<file path="config.mk">
export PLATFORM = sky130hd
export DESIGN_NAME = button_conditioner_flat
export DESIGN_NICKNAME = d
export VERILOG_FILES = /design/src/rtl/button_conditioner_if.sv /design/src/rtl/button_conditioner.sv /design/src/flat_wrapper.sv
export SDC_FILE = /design/constraint.sdc
export NUM_CORES = 1
export LEC_CHECK = 0
export BUFFER_PORTS_ARGS = -buffer_cell sky130_fd_sc_hd__buf_4
export CAP_MARGIN = 20
export CORE_ASPECT_RATIO = 1.75
export CORE_MARGIN = 2
export CORE_UTILIZATION = 35
export DETAILED_ROUTE_END_ITERATION = 12
export GPL_ROUTABILITY_DRIVEN = 0
export PLACE_DENSITY = 0.54
export SETUP_SLACK_MARGIN = 0.4
export SLEW_MARGIN = 20
export SYNTH_ARGS = -nofsm -noshare
export SYNTH_HDL_FRONTEND = slang
export SYNTH_SLANG_ARGS = --single-unit
</file>
<file path="constraint.sdc">
create_clock -name clk -period 2.75 [get_ports clk]
set_clock_uncertainty 0.15 [all_clocks]
set_input_delay 0.275 -clock clk [delete_from_list [all_inputs] [get_ports clk]]
set_output_delay 0.275 -clock clk [all_outputs]
set_load 0.005 [all_outputs]
</file>
<file path="src/rtl/button_conditioner_if.sv">
// Button bundle between the raw push-button pins and the game logic:
// raw levels in, debounced level and the three enable flavours out.
interface button_conditioner_if #(
    parameter int NUM_BTNS = 4
);
    logic [NUM_BTNS-1:0] buttons;
    logic [NUM_BTNS-1:0] DPBs;
    logic [NUM_BTNS-1:0] SCENs;
    logic [NUM_BTNS-1:0] MCENs;
    logic [NUM_BTNS-1:0] CCENs;

    modport master (
        output buttons,
        input  DPBs,
        input  SCENs,
        input  MCENs,
        input  CCENs
    );

    modport slave (
        input  buttons,
        output DPBs,
        output SCENs,
        output MCENs,
        output CCENs
    );
endinterface

</file>
<file path="src/rtl/button_conditioner.sv">
// Per-button synchroniser, debouncer and press/hold/auto-repeat FSM.
// Define BTN_AUTOREPEAT_EN to compile in HOLD expiry, MPULSE and REPEAT.
module button_conditioner #(
    parameter int NUM_BTNS        = 4,
    parameter int DEBOUNCE_CYCLES = 500000,
    parameter int HOLD_CYCLES     = 50000000,
    parameter int REPEAT_CYCLES   = 10000000
) (
    input  logic                 clk,
    input  logic                 reset,
    button_conditioner_if.slave  btn_if
);

`ifdef BTN_AUTOREPEAT_EN
    localparam int HR_MAX  = (HOLD_CYCLES > REPEAT_CYCLES) ? HOLD_CYCLES : REPEAT_CYCLES;
    localparam int CNT_MAX = (DEBOUNCE_CYCLES > HR_MAX) ? DEBOUNCE_CYCLES : HR_MAX;
`else
    localparam int CNT_MAX = DEBOUNCE_CYCLES;
`endif
    localparam int CNT_W = $clog2(CNT_MAX);

    localparam logic [CNT_W-1:0] DB_LAST = CNT_W'(DEBOUNCE_CYCLES - 1);
`ifdef BTN_AUTOREPEAT_EN
    localparam logic [CNT_W-1:0] HOLD_LAST   = CNT_W'(HOLD_CYCLES - 1);
    localparam logic [CNT_W-1:0] REPEAT_LAST = CNT_W'(REPEAT_CYCLES - 1);
`endif

    typedef enum logic [2:0] {
        IDLE     = 3'd0,
        PRESS_DB = 3'd1,
        PULSE    = 3'd2,
        HOLD     = 3'd3,
`ifdef BTN_AUTOREPEAT_EN
        MPULSE   = 3'd5,
        REPEAT   = 3'd6,
`endif
        REL_DB   = 3'd4
    } state_t;

    logic [NUM_BTNS-1:0] sync_meta_reg;
    logic [NUM_BTNS-1:0] sync_reg;
    logic [NUM_BTNS-1:0] dpb_vec;
    logic [NUM_BTNS-1:0] scen_vec;
    logic [NUM_BTNS-1:0] mcen_vec;
    logic [NUM_BTNS-1:0] ccen_vec;

    always_ff @(posedge clk or negedge reset) begin
        if (!reset) begin
            sync_meta_reg <= '0;
            sync_reg      <= '0;
        end else begin
            sync_meta_reg <= btn_if.buttons;
            sync_reg      <= sync_meta_reg;
        end
    end

    for (genvar gi = 0; gi < NUM_BTNS; gi++) begin : g_chan
        state_t           state_reg, state_next;
        logic [CNT_W-1:0] cnt_reg, cnt_next;
        logic             sync_bit;
        logic             cnt_run;

        assign sync_bit = sync_reg[gi];

        always_ff @(posedge clk or negedge reset) begin
            if (!reset) begin
                state_reg <= IDLE;
                cnt_reg   <= '0;
            end else begin
                state_reg <= state_next;
                cnt_reg   <= cnt_next;
            end
        end

        always_comb begin
            state_next = state_reg;
            cnt_run    = 1'b0;
            cnt_next   = '0;
            case (state_reg)
                IDLE: begin
                    if (sync_bit) state_next = PRESS_DB;
                end
                PRESS_DB: begin
                    cnt_run = 1'b1;
                    if (!sync_bit)              state_next = IDLE;
                    else if (cnt_reg == DB_LAST) state_next = PULSE;
                end
                PULSE: state_next = HOLD;
                HOLD: begin
`ifdef BTN_AUTOREPEAT_EN
                    cnt_run = 1'b1;
                    // Release is tested first so it beats a coincident expiry.
                    if (!sync_bit)                  state_next = REL_DB;
                    else if (cnt_reg == HOLD_LAST)  state_next = MPULSE;
`else
                    if (!sync_bit)                  state_next = REL_DB;
`endif
                end
`ifdef BTN_AUTOREPEAT_EN
                MPULSE: state_next = REPEAT;
                REPEAT: begin
                    cnt_run = 1'b1;
                    if (!sync_bit)                   state_next = REL_DB;
                    else if (cnt_reg == REPEAT_LAST) state_next = MPULSE;
                end
`endif
                REL_DB: begin
                    cnt_run = 1'b1;
                    // A bounce back high resumes HOLD without a fresh press pulse.
                    if (sync_bit)                state_next = HOLD;
                    else if (cnt_reg == DB_LAST) state_next = IDLE;
                end
                default: state_next = IDLE;
            endcase
            // Idle-type states keep the counter parked at zero so it never wraps.
            if (cnt_run && (state_next == state_reg)) cnt_next = cnt_reg + 1'b1;
        end

        assign scen_vec[gi] = (state_reg == PULSE);
`ifdef BTN_AUTOREPEAT_EN
        assign ccen_vec[gi] = (state_reg == PULSE) || (state_reg == HOLD) ||
                              (state_reg == MPULSE) || (state_reg == REPEAT);
        assign mcen_vec[gi] = (state_reg == PULSE) || (state_reg == MPULSE);
`else
        assign ccen_vec[gi] = (state_reg == PULSE) || (state_reg == HOLD);
        assign mcen_vec[gi] = (state_reg == PULSE);
`endif
        assign dpb_vec[gi]  = ccen_vec[gi] || (state_reg == REL_DB);
    end

    assign btn_if.DPBs  = dpb_vec;
    assign btn_if.SCENs = scen_vec;
    assign btn_if.MCENs = mcen_vec;
    assign btn_if.CCENs = ccen_vec;

endmodule

</file>
<file path="src/flat_wrapper.sv">
// flat-port wrapper written by rule: the top's interface ports become plain ports
module button_conditioner_flat 
#(
    parameter int NUM_BTNS        = 4,
    parameter int DEBOUNCE_CYCLES = 500000,
    parameter int HOLD_CYCLES     = 50000000,
    parameter int REPEAT_CYCLES   = 10000000
)
  (clk, reset, btn_if_buttons, btn_if_DPBs, btn_if_SCENs, btn_if_MCENs, btn_if_CCENs);
  button_conditioner_if #(.NUM_BTNS(NUM_BTNS)) btn_if_i ();
  input  logic clk;
  input  logic reset;
  input wire logic [$bits(btn_if_i.buttons)-1:0] btn_if_buttons;
  output wire logic [$bits(btn_if_i.DPBs)-1:0] btn_if_DPBs;
  output wire logic [$bits(btn_if_i.SCENs)-1:0] btn_if_SCENs;
  output wire logic [$bits(btn_if_i.MCENs)-1:0] btn_if_MCENs;
  output wire logic [$bits(btn_if_i.CCENs)-1:0] btn_if_CCENs;
  assign btn_if_i.buttons = btn_if_buttons;
  assign btn_if_DPBs = btn_if_i.DPBs;
  assign btn_if_SCENs = btn_if_i.SCENs;
  assign btn_if_MCENs = btn_if_i.MCENs;
  assign btn_if_CCENs = btn_if_i.CCENs;
  button_conditioner #(.NUM_BTNS(NUM_BTNS), .DEBOUNCE_CYCLES(DEBOUNCE_CYCLES), .HOLD_CYCLES(HOLD_CYCLES), .REPEAT_CYCLES(REPEAT_CYCLES)) u_core (.clk(clk), .reset(reset), .btn_if(btn_if_i));
endmodule
</file>
# == After elaboration in Yosys (flattened, before gate mapping) ==
# Index checks and enable logic that the tools add are counted.
# classes
add_sub_neg,4
eq_ne,24
muxes,36
n_reduce_logical,20
# op_table
operator,count
$add 19x1->19 const B,4
$eq 19x19->1 const B,4
$mux 19,4
$mux 3,24
$pmux 3 s5,4
$eq 3x2->1 const B,8
$eq 3x1->1 const B,4
$eq 3x3->1,4
$eq 3x3->1 const B,4
$logic_not 3->1,4
$logic_or 1x1->1,8
$reduce_or 2->1,4
$logic_and 1x1->1,4
$mux 1,4
# word_totals
regBits,96
input_bits,6
out_inout_bits,16
elab_cells,94

# == Longest topological paths before layout ==
# Gate-level depths: netlist of run 1.
# logic_depth
word_depth,7
depth_mapped,6
mapped_depth_nobuf,5

# == Worst setup path before layout of run 1 ==
# OpenSTA, ideal clock, no wires.
# synth_path
kind,flip-flop to flip-flop
startpoint,reg u_core.g_chan[3].cnt_reg[5]
endpoint,reg u_core.g_chan[3].cnt_reg[12]
setup_ns,0.119
t_arrival_ns,2.011
required_ns,2.481
path_slack_ns,0.470
stages_incl_launch_ff,6
n_path_buf,1
period_less_slack_ns,2.280
path_cell_list,dfrtp_1 > or4b_1 > or4_4 > o221ai_4 > buf_6 > nor2_1
# synth_between
elab_chain_len,7
elab_cells_between_ends,10
cone_classes,add/sub: 1; eq/ne: 2; mux: 6; reduce/logical: 1
# synth_lines
item,line,rtl
start: declaration,button_conditioner.sv:59,"logic [CNT_W-1:0] cnt_reg, cnt_next;"
start signal: assignment,button_conditioner.sv:71,cnt_reg <= cnt_next;
$eq 19x19->1,"button_conditioner.sv:86, button_conditioner.sv:111",
"$mux 3, on equally long branches","button_conditioner.sv:111, button_conditioner.sv:86",
"$mux 3, on equally long branches","button_conditioner.sv:110, button_conditioner.sv:85",
$pmux 3 s5,button_conditioner.sv:79,case (state_reg)
$eq 3x3->1,button_conditioner.sv:116,if (cnt_run && (state_next == state_reg)) cnt_next = cnt_reg + 1'b1;
$logic_and 1x1->1,button_conditioner.sv:116,
$mux 19 *,button_conditioner.sv:116,
via u_core.g_chan[3].cnt_next[12],button_conditioner.sv:59,
# Mark *: on every way through the listed nets, which the timed path passes. The rest lies on a longest branch.

# == Final worst setup path of run 1 ==
# layout_path
startpoint,reg u_core.g_chan[3].cnt_reg[9]
endpoint,reg u_core.g_chan[3].cnt_reg[9]
# Same word-level chain as after synthesis.

==> results.cfg, run 1 <==
[cts]
clock-root-buffer = clkbuf_16
cts_made_buffers = 9
clock_latency_ns = 0.34
path_clk_slew_ns = 0.07
cts_buffer_depth = 2
cts_tree = yes
h-tree-depth = 3
clock_sinks = 96

[worst_setup_path]
r2r_slack_ns = 0.40
cp.arrival_ns = 2.43
r2r-end = u_core.g_chan[3].cnt_reg[9]$_DFF_PN0_
reg2reg_depth = 5
start_kind = flop
worst_ep_required_time_ns = 2.83
r2r-start = u_core.g_chan[3].cnt_reg[9]$_DFF_PN0_
crit_path_end_kind = flop
critPathKind = flop to flop
critPathMaxFanout = 8

[global_routing]
grt_use_total = 0.143
grt.overflow.total = 0
grt_start_max_net_pins = 53
first_global_vias = 3729
grt_first_pass_wirelength_um = 16900
antenna_found_initial = 0

[floorplan]
ios = 22
initial_core_util = 0.355
num_rows = 56
dieArea_um2 = 14500
core_area_um2 = 13300
die_w_um = 91.9
die_height_um = 158

[place]
numPortBuffers = 21
place_ws_ns = 0.225
dp_hpwl_um = 6410

[pwr]
ir_worst_vdd_uv = 310
powerDensity_nw_per_um2 = 523
power.leakage_nw = 2.23
p_total_mw = 2.91

[timing]
finalCritPeriodShare = 0.854
max_freq_ghz = 0.426
rsz0062_at_grt = true
holdWs_ns = 0.199
fin_setup_tns_ns = 0
tightest_slew_ns = 0.633
fin_crit_ns = 2.35
hold_viol = 0
timing.final.ws_setup_ns = 0.400
setup_viol = 0
relSlewSlack = 0.574
drv_slew = 0

[yosys]
synth_top_area_frac = 0.508
yosysSeqAreaShare = 0.508
synth_edf_count = 0
syn_avg_cell_area_um2 = 9.63
synth_warnings = 0
synth_xor_area_frac = 0.0944
syn_nets = 501
synthCells = 491
netlist_top_cells_area = dfrtp_1 51%, nor2_1 5.5%, xnor2_1 5.4%
synth_ff_type = dfrtp_1
synth_top_family_by_area = simple AND/OR/NAND/NOR gates
syn_area_um2 = 4730
synth_top_area_cell = dfrtp_1
synth-seq-cells = 96
synthSimpleGateAreaFrac = 0.255
synth_compound_area_frac = 0.0955
synthMuxAreaShare = 0
synthArstFlopShare = 1.00
synth_cell_type_count = 44
synth_fa_ha_area_frac = 0.0106

[layout]
drive_gt1_frac = 0.127
final_common_cell = dfrtp_1
final_util = 0.418
largest_register_ffs = 76
syn_to_final_growth_pct = 17.8
antenna_cells = 0
final_nets = 541
mostFrequentLayoutCells = 92 x dfrtp_1, 69 x nor2_1, 33 x nand2_1, 32 x buf_4

[hold_path]
hold_start = u_core.sync_meta_reg[1]$_DFF_PN0_
min_path_cells = 0
hp-class = flop to flop
hold_end = u_core.sync_reg[1]$_DFF_PN0_

[routing]
num_vias = 3707
dr.pass1.iters = 4
wl_per_cell_um = 14.0
drt_iter0_markers = 131
route.detailed.drc = 0
via_per_inst = 5.22
ant_nets = 0
drt-total-wl_um = 9930

[run]
maxCapViolations = 0

[outcome]
status = finished clean
what timing repair did:
action | CTS | global route
pin swaps | 1 | 3
setup buffers | 2 | 7
hold buffers | 5 | 0
endpoints found under the setup margin | 19 | 19
hold endpoints to repair | 48 | 0
cloned | 0 | 1
gates resized for setup | 0 | 5
final cells by class:
| class | instances | area [µm²] |
|---|---|---|
| fillers | 1349 | 7740 |
| clock buffers | 9 | 225 |
| inverters | 29 | 109 |
| well taps | 174 | 218 |
| repair buffers | 40 | 355 |
| multi-input cells | 355 | 2160 |
| clock inverters | 7 | 96.3 |
| flip-flops and latches | 96 | 2410 |
stage by stage:
| step | std cells | cell area, µm² |
|---|---|---|
| 2_1_floorplan | 491 | 4730 |
| 5_1_grt | 710 | 5570 |
| 3_5_place_dp | 679 | 5080 |
| 4_1_cts | 702 | 5480 |
| 3_3_place_gp | 679 | 5080 |
| 6_report | 710 | 5570 |
metal layers:
layer,global-route usage,part of all wire,vias up
met5,0,0,-
met4,0.0611,0.015,0
met3,0.0205,0.021,12
met2,0.263,0.54,42
met1,0.163,0.43,1827
li1,-,-,1826
synth_stat cells (4+ instances only):
cell	n
inv_1	29
buf_4	4
xnor2_1	29
ha_1	4
dfrtp_1	96
and3_1	6
or3_1	12
a21oi_1	28
nor2_1	69
nand3_1	25
xor2_1	22
o31ai_1	10
o21ai_0	18
nand4_1	25
nor4b_1	4
or4_1	9
clkbuf_1	6
nand2_1	33
and4_1	7
a31o_2	4
nor3_1	9
nor4_1	11
worst max path at each step:
stage                                          startpoint                                 endpoint  slack [ns]  cells after the start
floorplan           u_core.g_chan[3].cnt_reg[5]$_DFF_PN0_   u_core.g_chan[3].cnt_reg[12]$_DFF_PN0_        0.47                      5
global placement    u_core.g_chan[3].cnt_reg[5]$_DFF_PN0_   u_core.g_chan[3].cnt_reg[10]$_DFF_PN0_        0.28                      4
detailed placement  u_core.g_chan[3].cnt_reg[5]$_DFF_PN0_    u_core.g_chan[3].cnt_reg[6]$_DFF_PN0_        0.22                      4
CTS                 u_core.g_chan[3].cnt_reg[5]$_DFF_PN0_  u_core.g_chan[3].state_reg[1]$_DFF_PN0_        0.41                      4
global route        u_core.g_chan[3].cnt_reg[9]$_DFF_PN0_    u_core.g_chan[3].cnt_reg[9]$_DFF_PN0_        0.36                      5
finish              u_core.g_chan[3].cnt_reg[9]$_DFF_PN0_    u_core.g_chan[3].cnt_reg[9]$_DFF_PN0_        0.40                      5
worst max-delay path, cell delays in order, from the launching register on:
cell and delay [ns]:
dfrtp_2 0.44, or4b_4 0.53, or4_4 0.57, o221ai_4 0.30, clkbuf_16 0.21, nor2_1 0.05
logic make-up (layout without fill, tap and decap cells):
kind of cell / after synthesis / count (layout)
buf+inv: 40 / 85
flops: 96 / 96
simple gates: 228 / 228
compound gates: 72 / 72
xor+xnor: 51 / 51
fa+ha+maj: 4 / 4
power breakdown:
part	total, mW	internal [mW]	switching (mW)	leakage (nW)
sequential	1.45	1.43	0.0234	1.30
combinational	0.107	0.0400	0.0671	0.786
clock	1.35	0.797	0.557	0.148
No activity file was read; power rests on OpenSTA's default activity.
==> run 2, diff against run 1 <==
--- a/config.mk
+++ b/config.mk
@@ -9,10 +9,11 @@
 export CAP_MARGIN = 20
 export CORE_ASPECT_RATIO = 1.75
 export CORE_MARGIN = 2
-export CORE_UTILIZATION = 35
+export CORE_UTILIZATION = 55
 export DETAILED_ROUTE_END_ITERATION = 12
 export GPL_ROUTABILITY_DRIVEN = 0
-export PLACE_DENSITY = 0.54
+export PLACE_DENSITY = 0.77
+export RECOVER_POWER = 100
 export SETUP_SLACK_MARGIN = 0.4
 export SLEW_MARGIN = 20
 export SYNTH_ARGS = -nofsm -noshare
==> results.cfg, run 2 (synthesis gave the netlist of run 1 again) <==
[cts]
clock_sinks = 96
cts_tree = yes
cts_made_buffers = 9
path_clk_slew_ns = 0.06
clock-root-buffer = clkbuf_16
clock_latency_ns = 0.34
h-tree-depth = 3
cts_buffer_depth = 2

[routing]
drt-total-wl_um = 9300
ant_nets = 0
via_per_inst = 5.84
route.detailed.drc = 0
wl_per_cell_um = 14.4
dr.pass1.iters = 4
drt_iter0_markers = 208
num_vias = 3768

[timing]
relSlewSlack = 0.410
setup_viol = 0
fin_crit_ns = 2.49
finalCritPeriodShare = 0.907
tightest_slew_ns = 0.884
rsz0062_at_grt = false
fin_setup_tns_ns = 0
hold_viol = 0
drv_slew = 0
max_freq_ghz = 0.401

[hold_path]
hp-class = flop to flop

[run]
maxCapViolations = 0

[layout]
final_util = 0.648
largest_register_ffs = 76
mostFrequentLayoutCells = 95 x dfrtp_1, 69 x nor2_1, 33 x nand2_1, 29 x inv_1, 29 x xnor2_1
final_nets = 536
final_common_cell = dfrtp_1
drive_gt1_frac = 0.102
syn_to_final_growth_pct = 13.9
fill_cells = 657
antenna_cells = 0

[floorplan]
dieArea_um2 = 9390
initial_core_util = 0.569
core_area_um2 = 8310
die_w_um = 74.1
die_height_um = 127
num_rows = 44
ios = 22

[worst_setup_path]
critPathMaxFanout = 6
crit_chain = or4bb_1, or4_1, o221ai_1, buf_4, nor2_1
start_kind = flop
crit_path_end_kind = flop
cp.arrival_ns = 2.58
critPathMaxStageDelay_ns = 0.62
worst_ep_required_time_ns = 2.83
cp_slowest_cell = or4_1
critPathKind = flop to flop
r2r_slack_ns = 0.26

[outcome]
status = finished clean

[global_routing]
antenna_found_initial = 0
grt.overflow.total = 0
grt_first_pass_wirelength_um = 16200
first_global_vias = 3764
grt_start_max_net_pins = 63
grt_use_total = 0.219

[pwr]
power.leakage_nw = 2.17
p_sw_uw = 608
ir_worst_vdd_uv = 326
combPwrFrac = 0.034
powerDensity_nw_per_um2 = 531
power_frac_clock = 0.458
intPower_mw = 2.25
p_seq_frac = 0.508
switching_share = 0.213

[place]
dp_hpwl_um = 6390
numPortBuffers = 21
==> run 2: routing by layer <==
metal  up-vias  track usage  routed length (µm)
met5         -            0                   0
met1      1862        0.246                3770
li1       1819            -                   -
met3        24       0.0334                 214
met4         0        0.122                 285
met2        63        0.381                5030
==> run 2: worst max-delay path: cells and delay by family, from the launching register on <==
family,cells,cell delay [ns]
AO/OA/AOI/OAI,1,0.38
buffers and inverters,1,0.22
flip-flops,1,0.43
AND/OR/NAND/NOR,3,1.19
==> run 2: final timing paths <==
check	start	to	cells after the start
worst max-delay path	u_core.g_chan[3].cnt_reg[12]$_DFF_PN0_	u_core.g_chan[3].cnt_reg[15]$_DFF_PN0_	5
worst min-delay path	u_core.sync_meta_reg[2]$_DFF_PN0_	u_core.sync_reg[2]$_DFF_PN0_	0
worst max register to register	u_core.g_chan[3].cnt_reg[12]$_DFF_PN0_	u_core.g_chan[3].cnt_reg[15]$_DFF_PN0_	5
worst min register to register	u_core.sync_meta_reg[2]$_DFF_PN0_	u_core.sync_reg[2]$_DFF_PN0_	0
max in group asynchronous	reset	u_core.g_chan[3].cnt_reg[5]$_DFF_PN0_	3
min in group asynchronous	reset	u_core.g_chan[2].cnt_reg[14]$_DFF_PN0_	2
==> run 2: repair_timing <==
item	4_1_cts	5_1_grt
hold buffers	5	0
setup buffers	2	1
setup endpoints to repair	19	14
resized for setup	0	2
endpoints found under the hold margin	38	0
pin swaps	1	1
==> run 2: area by class of cell <==
cell class | count | area [µm²] | area share
flip-flops and latches | 96 | 2400 | 0.446
multi-input cells | 355 | 2130 | 0.396
repair buffers | 35 | 288 | 0.0534
clock buffers | 9 | 225 | 0.0418
well taps | 115 | 144 | 0.0267
inverters | 29 | 109 | 0.0202
clock inverters | 6 | 85.1 | 0.0158
==> run 2: metrics by stage <==
| step | hold slack [ns] | power, mW | worst slack (ns) | std cells | area (µm²) |
|---|---|---|---|---|---|
| final | 0.199 | 2.86 | 0.256 | 645 | 5390 |
| after global routing | 0.201 | 2.96 | 0.216 | 645 | 5390 |
| after CTS | 0.200 | 2.90 | 0.427 | 644 | 5410 |
| after detailed placement | 0.114 | 1.57 | 0.253 | 622 | 5020 |
| after global placement | 0.101 | 1.57 | 0.312 | 622 | 5020 |
| after floorplan | -0.171 | 1.52 | 0.470 | 491 | 4730 |
==> run 2: power groups by stage <==
stage,Sequential (mW),Clock (mW),Combinational [mW]
global placement,1.48,0,0.0911
detailed placement,1.48,0,0.0943
global route,1.45,1.39,0.112
CTS,1.45,1.34,0.105
finish,1.45,1.31,0.0980
floorplan,1.47,0,0.0439
